<file path="src/rtl/mem_arb_pkg.sv">
// Shared definitions for the unified memory port arbiter: FSM state encoding,
// requester IDs and the read-latency ceiling imposed by the 3-bit wait counter.
package mem_arb_pkg;

  typedef enum logic [1:0] {
    IDLE  = 2'd0,
    ISSUE = 2'd1,
    WAIT  = 2'd2,
    RESP  = 2'd3
  } state_t;

  localparam logic REQ_CORE = 1'b0;
  localparam logic REQ_DMA  = 1'b1;

  localparam int RD_LAT_MAX = 7;

  // One-hot pulse vector for a requester ID
  function automatic logic [1:0] id_onehot(input logic id);
    return id ? 2'b10 : 2'b01;
  endfunction

endpackage

</file>
<file path="src/rtl/mem_arb_pick.sv">
// Combinational two-way winner select.
// Build option MEM_ARB_RR_EN: when defined, a tie goes to the requester that
// did not win last time; when undefined, the core always wins a tie.
module mem_arb_pick
  import mem_arb_pkg::*;
(
  input  logic [1:0] req,
`ifdef MEM_ARB_RR_EN
  input  logic       last_win,
`endif
  output logic       win
);

  // Single requester wins outright; a tie is settled by the build policy
  always_comb begin
    win = REQ_CORE;
    if (req == 2'b10) begin
      win = REQ_DMA;
    end else if (req == 2'b11) begin
`ifdef MEM_ARB_RR_EN
      win = ~last_win;
`else
      win = REQ_CORE;
`endif
    end
  end

endmodule

</file>
<file path="src/rtl/mem_port_arbiter.sv">
// Arbiter sharing the single instruction/data memory port between the core
// control path (requester 0) and the DMA boot loader (requester 1).
// One transaction in flight; all outputs are registered alongside the FSM.
// Build option MEM_ARB_RR_EN selects round-robin tie breaking (see mem_arb_pick).
module mem_port_arbiter
  import mem_arb_pkg::*;
#(
  parameter int AW     = 10,
  parameter int RD_LAT = 1
) (
  input  logic          cclk,
  input  logic          rstb,
  input  logic [1:0]    req,
  input  logic [1:0]    we,
  input  logic [AW-1:0] addr0,
  input  logic [AW-1:0] addr1,
  input  logic [31:0]   wdata0,
  input  logic [31:0]   wdata1,
  output logic [1:0]    gnt,
  output logic [1:0]    rvalid,
  output logic [31:0]   rdata,
  output logic          mem_en,
  output logic          mem_we,
  output logic [AW-1:0] mem_addr,
  output logic [31:0]   mem_wdata,
  input  logic [31:0]   mem_rdata,
  output logic          busy
);

  // Latency clamped into the range the 3-bit counter can represent
  localparam int          LAT_CL = (RD_LAT < 1) ? 1 :
                                   (RD_LAT > RD_LAT_MAX) ? RD_LAT_MAX : RD_LAT;
  localparam logic [2:0]  LAT_C  = 3'(LAT_CL);

  state_t     state;
  logic       owner;
  logic       cur_we;
  logic [2:0] cnt;
  logic       win;

`ifdef MEM_ARB_RR_EN
  logic       last_win;

  mem_arb_pick u_pick (
    .req      (req),
    .last_win (last_win),
    .win      (win)
  );
`else
  mem_arb_pick u_pick (
    .req (req),
    .win (win)
  );
`endif

  // Arbitration FSM; memory bus, pulses and busy are registered with the state
  always_ff @(posedge cclk or posedge rstb) begin
    if (rstb) begin
      state     <= IDLE;
      owner     <= REQ_CORE;
      cur_we    <= 1'b0;
      cnt       <= 3'd0;
      gnt       <= 2'b00;
      rvalid    <= 2'b00;
      rdata     <= 32'd0;
      mem_en    <= 1'b0;
      mem_we    <= 1'b0;
      mem_addr  <= '0;
      mem_wdata <= 32'd0;
      busy      <= 1'b0;
`ifdef MEM_ARB_RR_EN
      last_win  <= REQ_DMA;
`endif
    end else begin
      gnt    <= 2'b00;
      rvalid <= 2'b00;
      mem_en <= 1'b0;
      mem_we <= 1'b0;
      case (state)
        IDLE: begin
          if (req != 2'b00) begin
            owner     <= win;
            cur_we    <= we[win];
            mem_addr  <= win ? addr1 : addr0;
            mem_wdata <= win ? wdata1 : wdata0;
            mem_en    <= 1'b1;
            mem_we    <= we[win];
            gnt       <= id_onehot(win);
            busy      <= 1'b1;
            state     <= ISSUE;
`ifdef MEM_ARB_RR_EN
            last_win  <= win;
`endif
          end
        end
        ISSUE: begin
          if (cur_we) begin
            busy  <= 1'b0;
            state <= IDLE;
          end else begin
            cnt   <= 3'd1;
            state <= WAIT;
          end
        end
        WAIT: begin
          if (cnt == LAT_C) begin
            rdata  <= mem_rdata;
            rvalid <= id_onehot(owner);
            state  <= RESP;
          end else begin
            cnt <= cnt + 3'd1;
          end
        end
        RESP: begin
          busy  <= 1'b0;
          state <= IDLE;
        end
        default: begin
          busy  <= 1'b0;
          state <= IDLE;
        end
      endcase
    end
  end

endmodule

</file>
<file path="config.mk">
export PLATFORM = sky130hd
export DESIGN_NAME = mem_port_arbiter
export DESIGN_NICKNAME = d
export VERILOG_FILES = /design/src/rtl/mem_arb_pkg.sv /design/src/rtl/mem_arb_pick.sv /design/src/rtl/mem_port_arbiter.sv
export SDC_FILE = /design/constraint.sdc
export NUM_CORES = 1
export LEC_CHECK = 0
export CORE_MARGIN = 8
export CORE_UTILIZATION = 40
export DETAILED_ROUTE_END_ITERATION = 8
export DONT_BUFFER_PORTS = 1
export GPL_ROUTABILITY_DRIVEN = 1
export SLEW_MARGIN = 30
export SYNTH_ARGS = -nofsm -noshare
export SYNTH_HDL_FRONTEND = slang
export SYNTH_SLANG_ARGS = --single-unit
</file>
<file path="constraint.sdc">
create_clock -name cclk -period 4.7 [get_ports cclk]
set_input_delay 0.705 -clock cclk [delete_from_list [all_inputs] [get_ports cclk]]
set_output_delay 0.705 -clock cclk [all_outputs]
set_load 0.05 [all_outputs]
</file>
==> results of run 1 <==
## worst max-delay path, stage by stage
cell                      delay, ns
sky130_fd_sc_hd__nor2b_4       0.52
sky130_fd_sc_hd__buf_16        0.25
sky130_fd_sc_hd__mux2_2        0.35
sky130_fd_sc_hd__mux2_4        0.26
## routing by layer
metal	vias up	global-route usage, %
met4	0	6.31
met5	-	0
met3	13	4.45
met2	113	21.3
met1	1046	13.7
li1	919	-
## logic make-up after synthesis
group                      count (synthesis)  synth area share [%]
AOI/OAI and AO/OA                         10                  1.65
adders and majority gates                  2                 0.622
buffers and inverters                     17                  3.61
DFF                                       88                  54.8
muxes                                    116                  35.3
and+or+nand+nor                           26                  4.08
## cell usage in the layout, fill, tap and decap left out
cell type / count
sky130_fd_sc_hd__a21oi_1: 2
sky130_fd_sc_hd__nor2_4: 1
sky130_fd_sc_hd__o21ba_2: 1
sky130_fd_sc_hd__a211oi_1: 1
sky130_fd_sc_hd__nor3_1: 2
sky130_fd_sc_hd__nand2b_1: 2
sky130_fd_sc_hd__buf_12: 1
sky130_fd_sc_hd__clkinv_2: 1
sky130_fd_sc_hd__buf_16: 2
sky130_fd_sc_hd__buf_8: 1
sky130_fd_sc_hd__nand3b_1: 2
sky130_fd_sc_hd__inv_8: 1
sky130_fd_sc_hd__nor2_1: 5
sky130_fd_sc_hd__a21boi_0: 1
sky130_fd_sc_hd__bufinv_16: 1
sky130_fd_sc_hd__a31o_2: 1
sky130_fd_sc_hd__and4b_1: 1
sky130_fd_sc_hd__ha_1: 2
sky130_fd_sc_hd__nor4b_1: 1
sky130_fd_sc_hd__o21ai_0: 3
sky130_fd_sc_hd__nand3_1: 1
sky130_fd_sc_hd__o21bai_1: 1
sky130_fd_sc_hd__mux2_1: 12
sky130_fd_sc_hd__mux2_4: 30
sky130_fd_sc_hd__buf_4: 1
sky130_fd_sc_hd__nor3_4: 1
sky130_fd_sc_hd__or2_2: 1
sky130_fd_sc_hd__dfrtp_1: 88
sky130_fd_sc_hd__inv_1: 2
sky130_fd_sc_hd__inv_6: 1
sky130_fd_sc_hd__nand2_1: 3
sky130_fd_sc_hd__clkbuf_8: 10
sky130_fd_sc_hd__and2_1: 3
sky130_fd_sc_hd__mux2_2: 74
sky130_fd_sc_hd__clkinv_4: 2
sky130_fd_sc_hd__clkinvlp_4: 1
sky130_fd_sc_hd__nor2b_1: 1
sky130_fd_sc_hd__nor2b_4: 1
sky130_fd_sc_hd__nor3b_1: 1
## cell usage after synthesis
cell and n:
sky130_fd_sc_hd__nand3b_1 2, sky130_fd_sc_hd__buf_2 2, sky130_fd_sc_hd__buf_6 9, sky130_fd_sc_hd__nor4b_1 1, sky130_fd_sc_hd__a21oi_1 2, sky130_fd_sc_hd__nand2_1 3
sky130_fd_sc_hd__nor3_4 1, sky130_fd_sc_hd__nor2_1 5, sky130_fd_sc_hd__mux2_1 12, sky130_fd_sc_hd__a31o_2 1, sky130_fd_sc_hd__and4b_1 1, sky130_fd_sc_hd__a21boi_0 1
sky130_fd_sc_hd__ha_1 2, sky130_fd_sc_hd__nor3b_1 1, sky130_fd_sc_hd__o21ba_2 1, sky130_fd_sc_hd__nor2b_1 2, sky130_fd_sc_hd__dfrtp_1 88, sky130_fd_sc_hd__a211oi_1 1
sky130_fd_sc_hd__mux2_4 30, sky130_fd_sc_hd__inv_1 3, sky130_fd_sc_hd__nand2b_1 2, sky130_fd_sc_hd__nor2_4 1, sky130_fd_sc_hd__and2_1 3, sky130_fd_sc_hd__mux2_2 74
sky130_fd_sc_hd__nand3_1 1, sky130_fd_sc_hd__or2_2 1, sky130_fd_sc_hd__nor3_1 2, sky130_fd_sc_hd__buf_4 3, sky130_fd_sc_hd__o21ai_0 3, sky130_fd_sc_hd__o21bai_1 1
## registers in the layout, summed over array words and instances, names as in the netlist, named ones only
name / cells
cnt: 3
rdata: 32
mem_we: 1
owner: 1
gnt: 2
mem_addr: 10
rvalid: 2
mem_wdata: 32
mem_en: 1
busy: 1
state: 1
cur_we: 1
## stage by stage
| step | std cells | hold slack (ns) | util (%) |
|---|---|---|---|
| floorplan | 259 | 0.428 | - |
| global placement | 380 | 0.511 | 41.8 |
| detailed placement | 382 | 0.515 | 42.3 |
| CTS | 398 | 0.314 | 44.5 |
| global route | 399 | 0.330 | 44.7 |
| finish | 399 | 0.301 | 44.7 |
## worst paths after layout
| kind | startpoint | to | slack (ns) | cells after the start |
|---|---|---|---|---|
| worst max-delay path | req[1] | mem_wdata[23]$_DFFE_PP0P_ | 2.83 | 4 |
| worst min-delay path | rstb | rdata[30]$_DFFE_PP0P_ | 0.30 | 1 |
| worst max register to register | cnt[1]$_DFFE_PP0P_ | rdata[9]$_DFFE_PP0P_ | 2.83 | 6 |
| worst min register to register | owner$_DFFE_PP0P_ | rvalid[0]$_DFF_PP0_ | 0.52 | 1 |
| max in group asynchronous | rstb | cnt[2]$_DFFE_PP0P_ | 3.32 | 2 |
| min in group cclk | mem_rdata[18] | rdata[18]$_DFFE_PP0P_ | 0.48 | 1 |
## cell type report
cell class | instances | share of cell area, %
sequential | 88 | 50.4
clock inverter | 6 | 1.72
multi-input combinational | 154 | 38.5
tap | 133 | 3.81
clock buffer | 10 | 3.15
timing repair buffer | 5 | 2.23
inverter | 3 | 0.286
==> report_table.html, run 1 <==
<table>
<tr><th>Metric</th><th>Value</th></tr>
<tr><th colspan="2">Critical path</th></tr>
<tr><td>Critical Path Fanout Max</td><td>24</td></tr>
<tr><td>Data arrival, critical path</td><td>2.10 ns</td></tr>
<tr><td>Required time reported for the critical path endpoint</td><td>4.93 ns</td></tr>
<tr><td>Nature of the critical path endpoint</td><td>flop</td></tr>
<tr><td>Startpoint Class</td><td>primary input</td></tr>
<tr><td>Worst Path Class, Setup</td><td>in -&gt; reg</td></tr>
<tr><th colspan="2">Timing</th></tr>
<tr><td>Period minus WS final</td><td>1.87 ns</td></tr>
<tr><td>Worst Setup Slack, final</td><td>2.83 ns</td></tr>
<tr><td>Share of the cycle needed by the critical path after routing</td><td>39.9%</td></tr>
<tr><td>Fmax</td><td>533 MHz</td></tr>
<tr><td>Clock Skew</td><td>0.0115 ns</td></tr>
<tr><td>Rel. slew slack</td><td>54.5%</td></tr>
<tr><td>RSZ-0062 raised after global routing</td><td>false</td></tr>
<tr><td>Total negative slack for setup checks</td><td>0 ns</td></tr>
<tr><td>Setup violation total in the final timing report</td><td>0</td></tr>
<tr><td>Tightest Pin Transition</td><td>0.682 ns</td></tr>
<tr><td>Slew Viols, Final</td><td>0</td></tr>
<tr><td>Number of hold violations in the final report</td><td>0</td></tr>
<tr><th colspan="2">Flow run</th></tr>
<tr><td>Number of maximum-capacitance violations</td><td>0</td></tr>
<tr><th colspan="2">Clock tree</th></tr>
<tr><td>Post-CTS setup buffer count</td><td>0</td></tr>
<tr><td>Number of CTS-inserted buffers</td><td>9</td></tr>
<tr><td>Maximum number of buffers from clock root to sink</td><td>2</td></tr>
<tr><td>Post_cts resized</td><td>0</td></tr>
<tr><td>Clock latency on the worst-skew pair</td><td>0.35 ns</td></tr>
<tr><td>Clk slew on worst S/H paths</td><td>0.09 ns</td></tr>
<tr><td>CTS tree</td><td>built</td></tr>
<tr><td>Clock sink total</td><td>88</td></tr>
<tr><td>H-tree depth reported by CTS</td><td>3</td></tr>
<tr><td>CTS hold repair buffers</td><td>0</td></tr>
<tr><td>Master cell of the clock root buffer</td><td>sky130_fd_sc_hd__clkbuf_8</td></tr>
<tr><th colspan="2">Min path</th></tr>
<tr><td>Worst hold path type</td><td>in -&gt; async</td></tr>
<tr><th colspan="2">Placement</th></tr>
<tr><td>Half-perimeter wire length after placement</td><td>6.80 mm</td></tr>
<tr><td>Final Wtd Congestion</td><td>0.716</td></tr>
<tr><td>Number of buffers added on ports</td><td>0</td></tr>
<tr><td>Post-place instance area</td><td>4130 sq um</td></tr>
<tr><td>Worst-case setup slack after placement</td><td>2.43 ns</td></tr>
<tr><th colspan="2">Routing</th></tr>
<tr><td>Drc violations</td><td>0</td></tr>
<tr><td>Number of iterations in the first detailed-routing pass</td><td>4</td></tr>
<tr><td>Drt total wl</td><td>8.91 mm</td></tr>
<tr><td>Metal-1 WL</td><td>3.24 mm</td></tr>
<tr><td>Via count of the routed design</td><td>2,091</td></tr>
<tr><td>Max Used Layer</td><td>met4</td></tr>
<tr><td>Post-DR vias/cell</td><td>5.24</td></tr>
<tr><td>DRT iter0 DRCs</td><td>58</td></tr>
<tr><td>Routed len/inst</td><td>22.3 um</td></tr>
<tr><td>Amount of wire on met3 after detailed routing</td><td>977 um</td></tr>
<tr><td>Routed Antenna Nets</td><td>0</td></tr>
<tr><td>Met2 Routed Length</td><td>4.51 mm</td></tr>
<tr><th colspan="2">Yosys</th></tr>
<tr><td>Cell type contributing the most total cell area after synthesis</td><td>sky130_fd_sc_hd__dfrtp_1</td></tr>
<tr><td>Sequential element share of the synthesized area</td><td>54.8%</td></tr>
<tr><td>Seq cells post-synth</td><td>88</td></tr>
<tr><td>Nets in the synthesized netlist</td><td>383</td></tr>
<tr><td>Share of the synthesized area in the top cell type</td><td>54.8%</td></tr>
<tr><td>Largest cells by area after synthesis</td><td>sky130_fd_sc_hd__dfrtp_1 (55%), sky130_fd_sc_hd__mux2_2 (21%), sky130_fd_sc_hd__mux2_4 (11%), sky130_fd_sc_hd__mux2_1 (3.4%), sky130_fd_sc_hd__buf_6 (2.5%)</td></tr>
<tr><td>Average cell area after synthesis</td><td>15.5 sq um</td></tr>
<tr><td>Warnings, synthesis</td><td>0</td></tr>
<tr><td>Count of different cell masters after synthesis</td><td>30</td></tr>
<tr><td>Post-Syn Instances</td><td>259</td></tr>
<tr><td>Netlist area before placement</td><td>4020 sq um</td></tr>
<tr><th colspan="2">GRT</th></tr>
<tr><td>Aggregate global routing overflow</td><td>0</td></tr>
<tr><td>Number of global-route vias before repair</td><td>2,279</td></tr>
<tr><td>Number of antenna violations at the first check in global routing</td><td>0</td></tr>
<tr><td>Global Route Usage Sum</td><td>12.6%</td></tr>
<tr><td>Wire length of the first global-routing pass</td><td>12.9 mm</td></tr>
<tr><td>Largest net degree at the start of global routing</td><td>51</td></tr>
<tr><th colspan="2">Final layout</th></tr>
<tr><td>Area used by multi-input combinational logic</td><td>1680 sq um</td></tr>
<tr><td>Post-route standard cell area excluding fillers</td><td>4370 sq um</td></tr>
<tr><td>Storage element area</td><td>2200 sq um</td></tr>
<tr><td>Ratio of cells with drive above 1 in the final layout</td><td>49.6%</td></tr>
<tr><td>Antenna Cells</td><td>0</td></tr>
<tr><td>Fill count</td><td>883</td></tr>
<tr><td>Post-layout net count</td><td>385</td></tr>
<tr><td>Growth of design area from synthesis to finish</td><td>8.74%</td></tr>
<tr><th colspan="2">Floorplanning</th></tr>
<tr><td>Die Width</td><td>116 um</td></tr>
<tr><td>Height of the chip</td><td>116 um</td></tr>
<tr><td>Top-level I/O count</td><td>203</td></tr>
<tr><td>Initial Utilization</td><td>41.1%</td></tr>
<tr><td>Core Area</td><td>9770 sq um</td></tr>
<tr><td>Area of the die</td><td>13,500 sq um</td></tr>
<tr><td>Core Rows</td><td>36</td></tr>
<tr><th colspan="2">Run status</th></tr>
<tr><td>Run status</td><td>finished clean</td></tr>
</table>
Power of run 1 is left out: the tool's default activity adds up to more than one toggle a clock period on the data nets, which glitch-free logic cannot reach.
==> run 2, diff against run 1 <==
==> constraint.sdc (replaced) <==
create_clock -name cclk -period 1.7 [get_ports cclk]
set_input_delay 0.255 -clock cclk [delete_from_list [all_inputs] [get_ports cclk]]
set_output_delay 0.255 -clock cclk [all_outputs]
set_load 0.05 [all_outputs]
==> report_table.html, run 2 (synthesis gave the netlist of run 1 again) <==
<table>
<tr><th>Metric</th><th>Value</th></tr>
<tr><th colspan="2">Run status</th></tr>
<tr><td>Run status</td><td>finished clean (unchanged)</td></tr>
<tr><th colspan="2">GRT</th></tr>
<tr><td>Number of global-route vias before repair</td><td>2,309 (was 2,279)</td></tr>
<tr><td>Largest net degree at the start of global routing</td><td>37 (was 51)</td></tr>
<tr><td>Global Route Usage Sum</td><td>12.5% (was 12.6%)</td></tr>
<tr><td>Number of antenna violations at the first check in global routing</td><td>0 (unchanged)</td></tr>
<tr><td>Wire length of the first global-routing pass</td><td>12.7 mm (was 12.9 mm)</td></tr>
<tr><td>Aggregate global routing overflow</td><td>0 (unchanged)</td></tr>
<tr><th colspan="2">Routing</th></tr>
<tr><td>Metal-1 WL</td><td>3.12 mm (was 3.24 mm)</td></tr>
<tr><td>Amount of wire on met3 after detailed routing</td><td>1.00 mm (was 977 um)</td></tr>
<tr><td>Post-DR vias/cell</td><td>5.14 (was 5.24)</td></tr>
<tr><td>Routed len/inst</td><td>21.9 um (was 22.3 um)</td></tr>
<tr><td>Met2 Routed Length</td><td>4.60 mm (was 4.51 mm)</td></tr>
<tr><td>Routed Antenna Nets</td><td>0 (unchanged)</td></tr>
<tr><td>DRT iter0 DRCs</td><td>84 (was 58)</td></tr>
<tr><td>Number of iterations in the first detailed-routing pass</td><td>4 (unchanged)</td></tr>
<tr><td>Drt total wl</td><td>8.90 mm (was 8.91 mm)</td></tr>
<tr><td>Drc violations</td><td>0 (unchanged)</td></tr>
<tr><td>Max Used Layer</td><td>met4 (unchanged)</td></tr>
<tr><td>Via count of the routed design</td><td>2,092 (was 2,091)</td></tr>
<tr><th colspan="2">Floorplanning</th></tr>
<tr><td>Core Rows</td><td>36 (unchanged)</td></tr>
<tr><td>Height of the chip</td><td>116 um (unchanged)</td></tr>
<tr><td>Core Area</td><td>9770 sq um (unchanged)</td></tr>
<tr><td>Initial Utilization</td><td>41.1% (unchanged)</td></tr>
<tr><td>Area of the die</td><td>13,500 sq um (unchanged)</td></tr>
<tr><td>Top-level I/O count</td><td>203 (unchanged)</td></tr>
<tr><td>Die Width</td><td>116 um (unchanged)</td></tr>
<tr><th colspan="2">Timing</th></tr>
<tr><td>Worst slack on hold paths</td><td>0.0193 ns (was 0.301 ns)</td></tr>
<tr><td>Share of the cycle needed by the critical path after routing</td><td>93.7%</td></tr>
<tr><td>Slew Viols, Final</td><td>0 (unchanged)</td></tr>
<tr><td>Number of hold violations in the final report</td><td>0 (unchanged)</td></tr>
<tr><td>Tightest Pin Transition</td><td>0.534 ns (was 0.682 ns)</td></tr>
<tr><td>RSZ-0062 raised after global routing</td><td>false (unchanged)</td></tr>
<tr><td>Rel. slew slack</td><td>64.4% (was 54.5%)</td></tr>
<tr><td>Setup violation total in the final timing report</td><td>0 (unchanged)</td></tr>
<tr><td>Clock Skew</td><td>0.00893 ns (was 0.0115 ns)</td></tr>
<tr><td>Period minus WS final</td><td>1.59 ns</td></tr>
<tr><td>Total negative slack for setup checks</td><td>0 ns (unchanged)</td></tr>
<tr><td>Fmax</td><td>628 MHz</td></tr>
<tr><th colspan="2">Placement</th></tr>
<tr><td>Post-place instance area</td><td>4210 sq um (was 4130 sq um)</td></tr>
<tr><td>Half-perimeter wire length after placement</td><td>6.94 mm (was 6.80 mm)</td></tr>
<tr><td>Final Wtd Congestion</td><td>0.737 (was 0.716)</td></tr>
<tr><td>Number of buffers added on ports</td><td>0 (unchanged)</td></tr>
<tr><th colspan="2">Final layout</th></tr>
<tr><td>Core utilization of the finished layout</td><td>45.2% (was 44.7%)</td></tr>
<tr><td>Largest registers in the final layout</td><td>mem_wdata: 32 flops, rdata: 32 flops, mem_addr: 10 flops (unchanged)</td></tr>
<tr><td>Post-route standard cell area excluding fillers</td><td>4420 sq um (was 4370 sq um)</td></tr>
<tr><td>Most common cell after layout, fill and taps aside</td><td>sky130_fd_sc_hd__dfrtp_1 (unchanged)</td></tr>
<tr><td>Antenna Cells</td><td>0 (unchanged)</td></tr>
<tr><td>Growth of design area from synthesis to finish</td><td>9.96% (was 8.74%)</td></tr>
<tr><td>Most frequent cells in the layout</td><td>sky130_fd_sc_hd__dfrtp_1 (88), sky130_fd_sc_hd__mux2_2 (74), sky130_fd_sc_hd__mux2_4 (30) (unchanged)</td></tr>
<tr><td>Ratio of cells with drive above 1 in the final layout</td><td>50.7% (was 49.6%)</td></tr>
<tr><td>Fill count</td><td>893 (was 883)</td></tr>
<tr><td>Post-layout net count</td><td>393 (was 385)</td></tr>
<tr><th colspan="2">Clock tree</th></tr>
<tr><td>Master cell of the clock root buffer</td><td>sky130_fd_sc_hd__clkbuf_8 (unchanged)</td></tr>
<tr><td>Clk slew on worst S/H paths</td><td>0.09 ns (about the same)</td></tr>
<tr><td>Number of CTS-inserted buffers</td><td>9 (unchanged)</td></tr>
<tr><td>CTS tree</td><td>built (unchanged)</td></tr>
<tr><td>Clock sink total</td><td>88 (unchanged)</td></tr>
<tr><td>Clock latency on the worst-skew pair</td><td>0.36 ns (was 0.35 ns)</td></tr>
<tr><td>H-tree depth reported by CTS</td><td>3 (unchanged)</td></tr>
<tr><td>Maximum number of buffers from clock root to sink</td><td>2 (unchanged)</td></tr>
<tr><td>Post_cts resized</td><td>0 (unchanged)</td></tr>
<tr><th colspan="2">Min path</th></tr>
<tr><td>Worst hold path type</td><td>in -&gt; reg (was in -&gt; async)</td></tr>
<tr><td>Start point of the worst hold path</td><td>mem_rdata[12]</td></tr>
<tr><th colspan="2">Critical path</th></tr>
<tr><td>Startpoint Class</td><td>flop (was primary input)</td></tr>
<tr><td>Critical Path Fanout Max</td><td>34 (was 24)</td></tr>
<tr><td>Data arrival, critical path</td><td>1.84 ns (was 2.10 ns)</td></tr>
<tr><td>Nature of the critical path endpoint</td><td>flop (unchanged)</td></tr>
<tr><td>Start of the worst register-to-register path</td><td>cnt[1]$_DFFE_PP0P_ (unchanged)</td></tr>
<tr><td>Required time reported for the critical path endpoint</td><td>1.95 ns (was 4.93 ns)</td></tr>
<tr><td>Critical path launch point</td><td>cnt[1]$_DFFE_PP0P_ (was req[1])</td></tr>
<tr><td>Worst Path Class, Setup</td><td>reg -&gt; reg (was in -&gt; reg)</td></tr>
<tr><th colspan="2">Flow run</th></tr>
<tr><td>Number of maximum-capacitance violations</td><td>0 (unchanged)</td></tr>
</table>
-- run 2: path summary, 6_finish.rpt --
check,end,slack [ns],depth (start not counted)
setup / recovery,rdata[7]$_DFFE_PP0P_,0.11,6
hold / removal,rdata[12]$_DFFE_PP0P_,0.02,1
setup reg to reg,rdata[7]$_DFFE_PP0P_,0.11,6
hold reg to reg,rvalid[0]$_DFF_PP0_,0.48,1
max in group asynchronous,mem_wdata[19]$_DFFE_PP0P_,0.70,3
min in group asynchronous,async pin,0.37,2
-- run 2: final cells by class --
class                   instances  area (sq um)  area share, %
flip-flops and latches         88          2200           49.8
inverters                       3          15.0          0.340
well taps                     133           166           3.76
clock inverters                 6          68.8           1.56
clock buffers                  10           138           3.11
multi-input cells             154          1680           38.0
repair buffers                 13           150           3.40
-- run 2: per-stage QoR --
stage,worst slack [ns],std cells
CTS,0.0879,407
global route,0.00857,407
floorplan,0.138,259
global placement,0.181,390
finish,0.107,407
detailed placement,0.107,390
-- run 2: what timing repair did --
item / in CTS / in global routing
hold endpoints to repair: 12 / 0
hold buffers: 1 / 0
endpoints found under the setup margin: 0 / 5
setup buffers: 0 / 0
-- run 2: routing by layer --
layer  vias to the layer above  global-route usage (%)
li1                        934                       -
met1                      1048                    13.1
met2                        99                    21.3
met3                        11                    4.81
met4                         0                    7.00
met5                         -                       0
-- run 2: critical path, cell delays in order, from the launching register on --
cell and delay [ns]:
sky130_fd_sc_hd__dfrtp_1 0.41, sky130_fd_sc_hd__inv_1 0.07, sky130_fd_sc_hd__ha_1 0.16, sky130_fd_sc_hd__nand2b_1 0.12, sky130_fd_sc_hd__nor2_4 0.12, sky130_fd_sc_hd__buf_12 0.21, sky130_fd_sc_hd__mux2_2 0.36
Power of run 2 is left out for the same reason.
==> run 3, diff against run 2 <==
--- a/config.mk
+++ b/config.mk
@@ -10,6 +10,7 @@
 export DETAILED_ROUTE_END_ITERATION = 8
 export DONT_BUFFER_PORTS = 1
 export GPL_ROUTABILITY_DRIVEN = 1
+export RECOVER_POWER = 50
 export SLEW_MARGIN = 30
 export SYNTH_ARGS = -nofsm -noshare
 export SYNTH_HDL_FRONTEND = slang
==> constraint.sdc (replaced) <==
create_clock -name cclk -period 1.34 [get_ports cclk]
set_input_delay 0.201 -clock cclk [delete_from_list [all_inputs] [get_ports cclk]]
set_output_delay 0.201 -clock cclk [all_outputs]
set_load 0.05 [all_outputs]
==> report_table.html, run 3 (synthesis gave the netlist of run 1 again) <==
<table>
<tr><th>Metric</th><th>Value</th></tr>
<tr><th colspan="2">Clock tree</th></tr>
<tr><td>Number of CTS-inserted buffers</td><td>9 (unchanged)</td></tr>
<tr><td>Clk slew on worst S/H paths</td><td>0.09 ns (about the same)</td></tr>
<tr><td>Clock sink total</td><td>88 (unchanged)</td></tr>
<tr><td>CTS tree</td><td>built (unchanged)</td></tr>
<tr><td>Clock latency on the worst-skew pair</td><td>0.35 ns (was 0.36 ns)</td></tr>
<tr><td>Maximum number of buffers from clock root to sink</td><td>2 (unchanged)</td></tr>
<tr><td>H-tree depth reported by CTS</td><td>3 (unchanged)</td></tr>
<tr><td>Master cell of the clock root buffer</td><td>sky130_fd_sc_hd__clkbuf_8 (unchanged)</td></tr>
<tr><th colspan="2">Final layout</th></tr>
<tr><td>Growth of design area from synthesis to finish</td><td>46.2% (was 9.96%)</td></tr>
<tr><td>Finished Layout Cells</td><td>540 (was 407)</td></tr>
<tr><td>Post-layout net count</td><td>526 (was 393)</td></tr>
<tr><td>Largest registers in the final layout</td><td>mem_wdata: 32 flops, rdata: 32 flops, mem_addr: 10 flops (unchanged)</td></tr>
<tr><td>Antenna Cells</td><td>0 (unchanged)</td></tr>
<tr><td>Most common cell after layout, fill and taps aside</td><td>sky130_fd_sc_hd__buf_4 (was sky130_fd_sc_hd__dfrtp_1)</td></tr>
<tr><td>Ratio of cells with drive above 1 in the final layout</td><td>63.4% (was 50.7%)</td></tr>
<tr><td>Most frequent cells in the layout</td><td>sky130_fd_sc_hd__buf_4 (89), sky130_fd_sc_hd__dfrtp_1 (87), sky130_fd_sc_hd__mux2_4 (69) (was sky130_fd_sc_hd__dfrtp_1 (88), sky130_fd_sc_hd__mux2_2 (74), sky130_fd_sc_hd__mux2_4 (30))</td></tr>
<tr><th colspan="2">Floorplanning</th></tr>
<tr><td>Top-level I/O count</td><td>203 (unchanged)</td></tr>
<tr><td>Core Area</td><td>9770 sq um (unchanged)</td></tr>
<tr><td>Height of the chip</td><td>116 um (unchanged)</td></tr>
<tr><td>Area of the die</td><td>13,500 sq um (unchanged)</td></tr>
<tr><td>Die Width</td><td>116 um (unchanged)</td></tr>
<tr><td>Initial Utilization</td><td>41.1% (unchanged)</td></tr>
<tr><td>Core Rows</td><td>36 (unchanged)</td></tr>
<tr><th colspan="2">Power</th></tr>
<tr><td>LEAKAGE</td><td>2.71 nW</td></tr>
<tr><td>Share of total power in sequential cells</td><td>27.2%</td></tr>
<tr><td>Power, Total</td><td>0.0183 W</td></tr>
<tr><td>Combinational power share</td><td>63.2%</td></tr>
<tr><td>VDD IR max</td><td>1800 uV</td></tr>
<tr><td>Internal power contribution</td><td>0.00985 W</td></tr>
<tr><td>Switching power</td><td>0.00848 W</td></tr>
<tr><td>Switching share of power</td><td>46.3%</td></tr>
<tr><td>Clock power frac</td><td>9.6%</td></tr>
<tr><td>Power per Cell Area</td><td>3120 nW/um^2</td></tr>
<tr><th colspan="2">Critical path</th></tr>
<tr><td>Length in cells of the worst reg-to-reg path</td><td>7 (was 6)</td></tr>
<tr><td>Worst-path cell chain</td><td>inv_2 -&gt; ha_4 -&gt; nand2b_4 -&gt; nor2_4 -&gt; buf_12 -&gt; clkbuf_16 -&gt; mux2_4 (was inv_1 -&gt; ha_1 -&gt; nand2b_1 -&gt; nor2_4 -&gt; buf_12 -&gt; mux2_2)</td></tr>
<tr><td>Nature of the critical path endpoint</td><td>flop (unchanged)</td></tr>
<tr><td>Startpoint Class</td><td>flop (unchanged)</td></tr>
<tr><td>Worst stage delay on the critical path</td><td>0.40 ns (was 0.41 ns)</td></tr>
<tr><td>Data arrival, critical path</td><td>1.74 ns (was 1.84 ns)</td></tr>
<tr><td>Worst Path Class, Setup</td><td>reg -&gt; reg (unchanged)</td></tr>
<tr><td>Worst-path cell with the longest stage delay</td><td>sky130_fd_sc_hd__dfrtp_1 (unchanged)</td></tr>
<tr><td>Critical Path Fanout Max</td><td>8 (was 34)</td></tr>
<tr><td>Required time reported for the critical path endpoint</td><td>1.57 ns (was 1.95 ns)</td></tr>
<tr><th colspan="2">Placement</th></tr>
<tr><td>Half-perimeter wire length after placement</td><td>7.45 mm (was 6.94 mm)</td></tr>
<tr><td>Worst-case setup slack after placement</td><td>-0.185 ns (was 0.107 ns)</td></tr>
<tr><td>Cell count after placement</td><td>470 (was 390)</td></tr>
<tr><td>Final Wtd Congestion</td><td>0.773 (was 0.737)</td></tr>
<tr><td>Number of buffers added on ports</td><td>0 (unchanged)</td></tr>
<tr><th colspan="2">Run status</th></tr>
<tr><td>Failing checks</td><td>setup timing</td></tr>
<tr><td>Run status</td><td>finished with violations (was finished clean)</td></tr>
<tr><th colspan="2">GRT</th></tr>
<tr><td>Number of antenna violations at the first check in global routing</td><td>0 (unchanged)</td></tr>
<tr><td>Global Route Usage Sum</td><td>15.9% (was 12.5%)</td></tr>
<tr><td>Number of global-route vias before repair</td><td>2,962 (was 2,309)</td></tr>
<tr><td>Largest net degree at the start of global routing</td><td>33 (was 37)</td></tr>
<tr><td>Aggregate global routing overflow</td><td>0 (unchanged)</td></tr>
<tr><td>Wire length of the first global-routing pass</td><td>16.3 mm (was 12.7 mm)</td></tr>
<tr><th colspan="2">Timing</th></tr>
<tr><td>RSZ-0062 raised after global routing</td><td>true (was false)</td></tr>
<tr><td>Tightest Pin Transition</td><td>0.541 ns (was 0.534 ns)</td></tr>
<tr><td>Clock Skew</td><td>0.0110 ns (was 0.00893 ns)</td></tr>
<tr><td>Number of hold violations in the final report</td><td>0 (unchanged)</td></tr>
<tr><td>Setup violation total in the final timing report</td><td>67 (was 0)</td></tr>
<tr><td>Period minus WS final</td><td>1.51 ns (was 1.59 ns)</td></tr>
<tr><td>Worst Setup Slack, final</td><td>-0.165 ns (was 0.107 ns)</td></tr>
<tr><td>Slew Viols, Final</td><td>0 (unchanged)</td></tr>
<tr><td>Fmax</td><td>664 MHz (was 628 MHz)</td></tr>
<tr><td>Share of the cycle needed by the critical path after routing</td><td>112% (was 93.7%)</td></tr>
<tr><td>Rel. slew slack</td><td>63.7% (was 64.4%)</td></tr>
<tr><th colspan="2">Routing</th></tr>
<tr><td>Post-DR vias/cell</td><td>4.90 (was 5.14)</td></tr>
<tr><td>Drc violations</td><td>0 (unchanged)</td></tr>
<tr><td>Drt total wl</td><td>11.1 mm (was 8.90 mm)</td></tr>
<tr><td>Routed Antenna Nets</td><td>0 (unchanged)</td></tr>
<tr><td>Number of iterations in the first detailed-routing pass</td><td>4 (unchanged)</td></tr>
<tr><td>DRT iter0 DRCs</td><td>69 (was 84)</td></tr>
<tr><td>Routed len/inst</td><td>20.6 um (was 21.9 um)</td></tr>
<tr><td>Via count of the routed design</td><td>2,648 (was 2,092)</td></tr>
<tr><th colspan="2">Flow run</th></tr>
<tr><td>Number of maximum-capacitance violations</td><td>0 (unchanged)</td></tr>
<tr><th colspan="2">Min path</th></tr>
<tr><td>Hold Path Depth</td><td>1 (unchanged)</td></tr>
<tr><td>Worst hold path type</td><td>in -&gt; reg (unchanged)</td></tr>
</table>
## run 3: cell count changes in the layout (fill, tap and decap cells not counted), sizes merged
cell / delta
buf: +94
dlygate4sd3: +33
clkbuf: +7
bufinv: -1
clkinv: -1
clkinvlp: +1
## run 3: power groups by stage
stage / Clock, W / Sequential (W) / Combinational (W)
after CTS: 0.00182 / 0.00496 / 0.0115
after global placement: 0 / 0.00490 / 0.00979
after floorplan: 0 / 0.00897 / 0.00304
after detailed placement: 0 / 0.00496 / 0.00989
after global routing: 0.00192 / 0.00516 / 0.0121
final: 0.00176 / 0.00498 / 0.0116
## run 3: critical path: cells and delay by family (launching register included)
family	cells	cell delay, ns
adders and majority gates	1	0.14
muxes	1	0.29
and+or+nand+nor	2	0.18
buffers and inverters	3	0.38
DFF	1	0.40
## run 3: repair_timing
item | in CTS | in global routing
resized for setup | 38 | 30
hold endpoints to repair | 104 | 1
endpoints found under the setup margin | 76 | 80
pin swaps | 1 | 6
hold buffers | 33 | 1
setup buffers | 13 | 8
cloned | 7 | 3
## run 3: cell type report
type	instances	area, sq um
Fill cell	761	3900
Sequential cell	88	2200
Multi-Input combinational cell	154	1900
Timing Repair Buffer	146	1410
Tap cell	133	166
Clock buffer	11	151
Clock inverter	5	41.3
Inverter	3	12.5
## run 3: path summary, 6_finish.rpt
path,startpoint,end,slack [ns]
worst min-delay path,req[0],gnt[0]$_DFF_PP0_,0.03
worst min register to register,owner$_DFFE_PP0P_,rvalid[0]$_DFF_PP0_,0.49
max in group asynchronous,rstb,async pin,0.17
worst max-delay path,cnt[1]$_DFFE_PP0P_,rdata[14]$_DFFE_PP0P_,-0.17
worst max register to register,cnt[1]$_DFFE_PP0P_,rdata[14]$_DFFE_PP0P_,-0.17
min in group asynchronous,rstb,mem_wdata[9]$_DFFE_PP0P_,0.31
## run 3: metrics by stage
stage          cell area, sq um  util (%)  setup TNS, ns  hold slack [ns]
2_1_floorplan              4060         -         -12.32            0.336
3_3_place_gp               4860      49.7          -6.04           0.0682
3_5_place_dp               4860      49.7          -8.58           0.0628
4_1_cts                    5850      59.8          -9.71         0.000396
5_1_grt                    5880      60.1         -10.62           0.0158
6_report                   5880      60.1          -8.08           0.0251
## run 3: metal layers
layer | up-vias | track usage, % | share of wire [%]
met4 | 0 | 5.27 | 0.99
li1 | 1205 | - | -
met3 | 8 | 5.48 | 8.9
met2 | 119 | 26.6 | 49
met1 | 1316 | 18.7 | 41
met5 | - | 0 | 0
Power figures use the tool's default switching activity.
